===== src/rtl/mul_pkg.sv =====
// Shared types and sizing for the sequential 8x8 shift-add multiplier.
package mul_pkg;

    typedef enum logic [1:0] {IDLE, RUN, DONE} mul_state_t;

    localparam int MUL_ITERS = 8;
    localparam int MUL_CNT_W = 3;
    localparam logic [MUL_CNT_W-1:0] MUL_LAST = MUL_CNT_W'(MUL_ITERS - 1);

endpackage


===== src/rtl/adder_8.sv =====
// 8-bit Kogge-Stone carry-prefix adder, carry-in tied to zero.
module adder_8 (
    input  logic [7:0] i_a,
    input  logic [7:0] i_b,
    output logic [7:0] o_sum,
    output logic       o_cout
);

    logic [7:0] w_g0, w_p0;
    logic [7:0] w_g1, w_p1;
    logic [7:0] w_g2, w_p2;
    logic [7:0] w_g3;

    assign w_g0 = i_a & i_b;
    assign w_p0 = i_a ^ i_b;

    // Each level merges a bit with the group 1/2/4 below it; bits with no such group pass through.
    assign w_g1 = w_g0 | (w_p0 & (w_g0 << 1));
    assign w_p1 = w_p0 & ((w_p0 << 1) | 8'h01);
    assign w_g2 = w_g1 | (w_p1 & (w_g1 << 2));
    assign w_p2 = w_p1 & ((w_p1 << 2) | 8'h03);
    assign w_g3 = w_g2 | (w_p2 & (w_g2 << 4));

    assign o_sum  = w_p0 ^ {w_g3[6:0], 1'b0};
    assign o_cout = w_g3[7];

endmodule


===== src/rtl/mul_8_seq.sv =====
// Multi-cycle unsigned 8x8->16 shift-add multiplier with valid/ready on both sides.
// state | meaning: IDLE accept operands | RUN one add-shift per cycle | DONE hold product until taken
module mul_8_seq
    import mul_pkg::*;
#(
    parameter bit EARLY_EXIT = 1'b1
) (
    input  logic        i_clk,
    input  logic        i_rst,
    input  logic        i_in_valid,
    output logic        o_in_ready,
    input  logic [7:0]  i_a,
    input  logic [7:0]  i_b,
    output logic        o_out_valid,
    input  logic        i_out_ready,
    output logic [15:0] o_product,
    output logic        o_ovf
);

    mul_state_t           r_state;
    logic [7:0]           r_mcand;
    logic [7:0]           r_mplier;
    logic [7:0]           r_acc_hi;
    logic [MUL_CNT_W-1:0] r_cnt;
    logic [15:0]          r_product;
    logic                 r_ovf;
    logic                 r_out_valid;

    logic [7:0]  w_addend;
    logic [7:0]  w_sum;
    logic        w_cout;
    logic [15:0] w_shifted;

    assign w_addend = r_mplier[0] ? r_mcand : 8'd0;

    adder_8 u_adder (
        .i_a    (r_acc_hi),
        .i_b    (w_addend),
        .o_sum  (w_sum),
        .o_cout (w_cout)
    );

    // Adder carry lands in bit 15 so the 17-bit {c,s,mplier} right shift never truncates.
    assign w_shifted = {w_cout, w_sum, r_mplier[7:1]};

    assign o_in_ready  = (r_state == IDLE) & ~i_rst;
    assign o_out_valid = r_out_valid;
    assign o_product   = r_product;
    assign o_ovf       = r_ovf;

    always_ff @(posedge i_clk) begin
        if (i_rst) begin
            r_state     <= IDLE;
            r_mcand     <= '0;
            r_mplier    <= '0;
            r_acc_hi    <= '0;
            r_cnt       <= '0;
            r_product   <= '0;
            r_ovf       <= 1'b0;
            r_out_valid <= 1'b0;
        end else begin
            case (r_state)
                IDLE: begin
                    if (i_in_valid) begin
                        r_mcand  <= i_a;
                        r_mplier <= i_b;
                        r_acc_hi <= '0;
                        r_cnt    <= '0;
                        if (EARLY_EXIT && ((i_a == 8'd0) || (i_b == 8'd0))) begin
                            r_product <= '0;
                            r_ovf     <= 1'b0;
                            r_state   <= DONE;
                        end else begin
                            r_state <= RUN;
                        end
                    end
                end
                RUN: begin
                    r_acc_hi <= w_shifted[15:8];
                    r_mplier <= w_shifted[7:0];
                    if (r_cnt == MUL_LAST) begin
                        r_product <= w_shifted;
                        r_ovf     <= |w_shifted[15:8];
                        r_state   <= DONE;
                    end else begin
                        r_cnt <= r_cnt + 1'b1;
                    end
                end
                DONE: begin
                    // out_valid trails entry to DONE by one cycle; the handshake only counts once it is up.
                    if (!r_out_valid) begin
                        r_out_valid <= 1'b1;
                    end else if (i_out_ready) begin
                        r_out_valid <= 1'b0;
                        r_state     <= IDLE;
                    end
                end
                default: r_state <= IDLE;
            endcase
        end
    end

endmodule


===== config.mk =====
export PLATFORM = sky130hd
export DESIGN_NAME = mul_8_seq
export DESIGN_NICKNAME = d
export VERILOG_FILES = /design/src/rtl/mul_pkg.sv /design/src/rtl/adder_8.sv /design/src/rtl/mul_8_seq.sv
export SDC_FILE = /design/constraint.sdc
export NUM_CORES = 1
export LEC_CHECK = 0
export BUFFER_PORTS_ARGS = -buffer_cell sky130_fd_sc_hd__buf_2
export CAP_MARGIN = 10
export CELL_PAD_IN_SITES_DETAIL_PLACEMENT = 2
export CELL_PAD_IN_SITES_GLOBAL_PLACEMENT = 2
export CORE_ASPECT_RATIO = 1.25
export CORE_MARGIN = 2
export CORE_UTILIZATION = 35
export DETAILED_ROUTE_END_ITERATION = 16
export PLACE_DENSITY_LB_ADDON = 0.3
export SETUP_SLACK_MARGIN = 0.3
export SYNTH_ARGS = -nofsm -noshare
export SYNTH_HDL_FRONTEND = slang
export SYNTH_HIERARCHICAL = 1
export SYNTH_SLANG_ARGS = --single-unit

===== constraint.sdc =====
create_clock -name i_clk -period 2.91 [get_ports i_clk]
set_clock_uncertainty 0.15 [all_clocks]
set_input_delay 0.291 -clock i_clk [delete_from_list [all_inputs] [get_ports i_clk]]
set_output_delay 0.291 -clock i_clk [all_outputs]
set_load 0.1 [all_outputs]

Yosys cells after proc, flatten, opt, wreduce, memory -nomap -nowiden

Index checks and enable logic that the tools add are counted.

Register bits: 47
Input port bits: 20
Output and inout bits: 19
Logic and storage cells: 66

Add/sub/neg operators: 1
Equal/unequal tests: 9
Multiplexer cells: 24
Bitwise logic cells: 13
Reductions and logical operators: 11

Operators by type and width:

| cell                                                | number |
|---|---|
| AND 8 bit                                           | 6 |
| 2-to-1 mux 16 bit                                   | 3 |
| case mux 16 bit (2 select lines)                    | 1 |
| case mux 8 bit (2 select lines)                     | 2 |
| 2-to-1 mux 8 bit                                    | 3 |
| OR 8 bit                                            | 3 |
| logical NOT 8 bit                                   | 2 |
| bitwise XOR 8 bit                                   | 2 |
| 2-to-1 mux 2 bit                                    | 5 |
| != test 2 bit, second input constant                | 5 |
| AND reduction 4 bit                                 | 2 |
| OR reduction 8 bit                                  | 1 |
| 2-to-1 mux 3 bit                                    | 2 |
| case mux 2 bit (3 select lines)                     | 1 |
| case mux 3 bit (2 select lines)                     | 1 |
| 2-to-1 mux 1 bit                                    | 5 |
| AND reduction 2 bit                                 | 2 |
| adder 3 x 1 -> 3 bit, second input constant         | 1 |
| equality test 3 bit, second input constant          | 1 |
| AND reduction 3 bit                                 | 1 |
| equality test 2 x 1 -> 1 bit, second input constant | 1 |
| equality test 2 bit, second input constant          | 1 |
| logical NOT 2 bit                                   | 1 |
| != test 2 x 1 -> 1 bit, second input constant       | 1 |
| 5 further kinds                                     | 5 |

Depth between registers and ports, before layout

Depth in word-level cells: 12
Mapped depth: 13
Depth with buffers taken out: 13

By module

The synthesis kept the hierarchy.

By module, submodules not included:

| module    | times used | cells an instance | area each (sq um) | seq. area each (sq um) |
|---|---|---|---|---|
| mul_8_seq | 1          | 227               | 2,154.6           | 940.9 |
| adder_8   | 1          | 41                | 332.8             | 0.0 |

Worst setup path before layout

OpenSTA, ideal clock, no wires.

Kind: input to output
Start: in i_rst
End: out o_in_ready
Data arrival time: 2.512 ns
Data required time: 2.469 ns
Slack: -0.043 ns
Cell stages on the path: 2
Buffers on the path: 1
Cell sequence: clkbuf_1 nor3_1

Cells in the longest elaborated chain, start to end: 2

RTL lines:

| item           | line            | source |
|---|---|---|
| from (decl)    | mul_8_seq.sv:9  | `input logic i_rst,` |
| inverter 1 bit | mul_8_seq.sv:46 | `assign o_in_ready = (r_state == IDLE) & ~i_rst;` |
| AND 1 bit      | mul_8_seq.sv:46 |  |
| to (decl)      | mul_8_seq.sv:11 | `output logic o_in_ready,` |

Every way passes these cells.

Worst setup path after layout

Start: reg r_mplier[0]
End: reg r_ovf, in the netlist o_ovf

Elaborated cells between the ends (all ways): 15
Classes of those cells: mux: 3; bitwise: 11; reduce/logical: 1

RTL lines:

| item                              | line            | source |
|---|---|---|
| from (decl)                       | mul_8_seq.sv:22 | `logic [7:0] r_mplier;` |
| from (signal assigned)            | mul_8_seq.sv:66 | `r_mplier <= i_b;` |
| from (signal assigned)            | mul_8_seq.sv:80 | `r_mplier <= w_shifted[7:0];` |
| 2-to-1 mux 8 bit *                | mul_8_seq.sv:34 | `assign w_addend = r_mplier[0] ? r_mcand : 8'd0;` |
| net w_addend[5]                   | mul_8_seq.sv:29 | `logic [7:0] w_addend;` |
| bitwise XOR 8 bit                 | adder_8.sv:15   | `assign w_p0 = i_a ^ i_b;` |
| AND 8 bit                         | adder_8.sv:18   | `assign w_g1 = w_g0 \| (w_p0 & (w_g0 << 1));` |
| OR 8 bit                          | adder_8.sv:18   |  |
| AND 8 bit                         | adder_8.sv:20   | `assign w_g2 = w_g1 \| (w_p1 & (w_g1 << 2));` |
| OR 8 bit                          | adder_8.sv:20   |  |
| OR 8 bit *                        | adder_8.sv:22   | `assign w_g3 = w_g2 \| (w_p2 & (w_g2 << 4));` |
| net w_cout                        | mul_8_seq.sv:31 | `logic w_cout;` |
| OR reduction 8 bit *              | mul_8_seq.sv:83 | `r_ovf <= \|w_shifted[15:8];` |
| 2-to-1 mux 1 bit *                | mul_8_seq.sv:81 | `if (r_cnt == MUL_LAST) begin` |
| case mux 1 bit (2 select lines) * | mul_8_seq.sv:62 | `case (r_state)` |
| to (signal assigned)              | mul_8_seq.sv:83 |  |
| to (decl)                         | mul_8_seq.sv:26 | `logic r_ovf;` |

Mark *: on every way through the listed nets, which the timed path passes. The rest lies on a longest branch. The select of a mux whose other input is x is not followed.
A chain may end at the register's enable or synchronous reset.

==> impl_metrics.toml <==
[routing]
viasPerCell = 5.53
number_of_detailed_routing_iterations_run_before_antenna_repair = 4
detail_route.iter0.violations = 53
drt_drc_violations_left = 0
num_vias = 2216
antenna_left = 0
total_wirelength_of_the_detailed_routed_design_mm = 7.54
wl_per_cell_um = 18.8

[logic_synthesis]
synth.distinct_cells = 47
mapped_nets = 299
synth_flop_cell = "dfxtp_1"
synth-async-reset-ratio_pct = 0
synth.avg_cell_area_um2 = 9.28
syn_area_um2 = 2490
number_of_flops_mapped_to_enable_cells_by_yosys = 0
netlist_top_cells_area = "dfxtp_1 38%, a21oi_1 5.6%, a221oi_2 5.4%, ha_1 5.0%, mux2i_1 4.0%"
ys_warn_count = 6
synth_cells = 268
synth.ff_latch_count = 47
yosysMostFrequentCell = "dfxtp_1"
synth_top_cell_area_share_pct = 37.8
library_cell_occupying_the_most_area_in_the_post_synthesis_netlist = "dfxtp_1"
synthTopCellsByCount = "47 x dfxtp_1, 28 x a21oi_1, 26 x nor2_1"
yosysSeqAreaShare_pct = 37.8

[cts]
clock_latency_ns = 0.31
cts_root_buf = "clkbuf_8"
cts_tree = "done"
ctsHoldBuffers = 0
cts_inserted_buffers = 5
htree_levels = 2
clockBufferDepth = 2
worst_setup_hold_path_clk_slew_ns = 0.10
cts.sinks = 47

[floorplanning]
floorplan.initialDensity_pct = 35.9
overall_die_width_um = 79.4
placementRows = 34
die_height_um = 98.3
fp.dieArea_um2 = 7800
coreArea_um2 = 6930
io_pins = 39

[power]
vdd.ir_drop.worst_mv = 0.212
cellLeakagePower_nw = 1.17
comb_power_share_pct = 20.3
power.switching_fraction_pct = 31.2
sequentialPowerShare_pct = 46.6
power.internal_mw = 1.06
clkPwrFrac_pct = 33.1
power-per-cell-area_nw_per_um2 = 508
reported_net_switching_power_mw = 0.478

[global_routing]
grt_first_pass_wirelength_mm = 11.8
use_met1_pct = 22.1
first_global_vias = 2362
global_route.usage.total_pct = 19.3
gr_ovfl_total = 0
groute.layer.met2.usage_pct = 35.7
grt_max_degree = 27
grt_antenna_before_repair = 0
use_met3_pct = 2.87
grt_busiest_layer = "met2"

[placement]
portBuffers = 38
gpl.final_weighted_congestion = 0.858
detailed_place_hpwl_mm = 5.08
preCtsSetupSlack_ns = 0.0960
place_inst = 388

[critical_path]
crit_type = "register to register"
cp.required_ns = 2.95
crit_path_top_cell_by_count = "buf_4"
cp_cell_sequence = "buf_4 > buf_4 > and2_1 > ha_4 > or3_1 > a211oi_1 > a21oi_2 > nor4_2 > a21boi_1 > a211oi_2 > nor3_1"
crit_family = "simple AND/OR/NAND/NOR gates"
cp.buffers_inverters = 2
critPathMaxStageDelay_ns = 0.39
timing.critical_path.to_type = "register"
cpMaxStageDelayCell = "or3_1"
cp.arrival_ns = 2.67
start_kind = "register"
critical_path_peak_fanout = 5

[flow_run]
max_cap_viol_count = 0

[timing]
setup_slack_ns = 0.281
tightest_slew_ns = 0.741
layout_min_cycle_time_ns = 2.63
setup-tns-final_ns = 0
slew_viol_final = 0
worst_slew_margin_pct = 50.6
clock.fmax_mhz = 380
period_share_pct = 90.3
rsz0062_at_grt = "true"
final-hold-violation-count = 0
setup_viol = 0

[cells_and_area]
finalCoreUtilization_pct = 43.5
insertedDiodeCount = 0
layout-drive-gt1-share_pct = 33.4
final_cells = 401
area.growth.synth_to_final_pct = 21.4
nets_final = 341

[outcome]
status = "completed"

[worst_hold_path]
min-delay-path-class = "input port to register"
[final cells by class]
cell class / instances / area [µm²]
clock buffers: 5 / 68.8
clock inverters: 3 / 46.3
fillers: 778 / 3920
inverters: 6 / 22.5
multi-input cells: 196 / 1510
flip-flops and latches: 47 / 945
well taps: 90 / 113
repair buffers: 54 / 310
[flip-flops by register name, indices dropped and copies added, names as in the netlist]
name and flops:
o_ovf 1, o_product 16, r_mcand 8, r_state 2, o_out_valid 1, r_cnt 3
r_acc_hi 8, r_mplier 8
[metal layers]
layer  part of all wire [%]  vias up  routed length, µm
met4                    2.6        0                199
met1                     40     1111               3000
met3                    2.2       14                165
met2                     55       32               4170
li1                       -     1059                  -
met5                      0        -                  0
[path summary, 6_finish.rpt]
kind                             startpoint         end  slack, ns  depth (start not counted)
worst max-delay path            r_mplier[0]       o_ovf       0.28                         11
worst min-delay path                 i_a[4]  r_mcand[4]       0.08                          3
worst max register to register  r_mplier[0]       o_ovf       0.28                         11
worst min register to register   r_mcand[5]  r_mcand[5]       0.31                          2
[per-stage QoR]
step	hold WS, ns	total power, mW	cell area, µm²
2_1_floorplan	0.277	0.956	2490
3_3_place_gp	0.293	1.01	2730
3_5_place_dp	0.302	1.02	2730
4_1_cts	0.0766	1.53	2850
5_1_grt	0.0913	1.61	3020
6_report	0.0812	1.53	3020
[layout by cell type, fill, tap and decap left out, types with 7 or more instances in the layout]
cell type / instances
buf_4: 16
buf_2: 38
a22oi_1: 10
a211oi_1: 9
a21oi_1: 26
nor3_1: 17
a221oi_2: 9
a221oi_1: 7
dfxtp_1: 46
nor2_1: 26
mux2i_1: 10
nand2_1: 20
[worst reg2reg max path, stage by stage (launching register included)]
cell and delay [ns]:
dfxtp_4 0.37, buf_4 0.13, buf_4 0.14, and2_1 0.19, ha_4 0.18, or3_1 0.40
a211oi_1 0.30, a21oi_2 0.09, nor4_2 0.15, a21boi_1 0.13, a211oi_2 0.22, nor3_1 0.07
[power by group through the flow]
stage          sequential, mW  combinational (mW)  clock (mW)
2_1_floorplan           0.719               0.237           0
3_5_place_dp            0.729               0.292           0
6_report                0.715               0.311       0.507
4_1_cts                 0.716               0.295       0.517
5_1_grt                 0.721               0.343       0.547
3_3_place_gp            0.727               0.281           0
[cells by family (layout without fill, tap and decap cells)]
family                   count (synthesis)  in the layout  share of synthesized area (%)
flip-flops                              47             47                           37.8
adder cells (fa/ha/maj)                 11             11                           5.84
buffers and inverters                   25             68                           6.79
multiplexers                            10             10                           4.02
XOR/XNOR                                 6              6                           2.11
AO/OA/AOI/OAI                           77             77                           24.3
AND/OR/NAND/NOR                         92             92                           19.1
[repair_timing]
action                     in CTS  in global routing
resized for setup               4                 24
setup endpoints to repair       2                  2
setup buffers                   0                  5
pin swaps                       1                 11
Power figures use the tool's default switching activity.
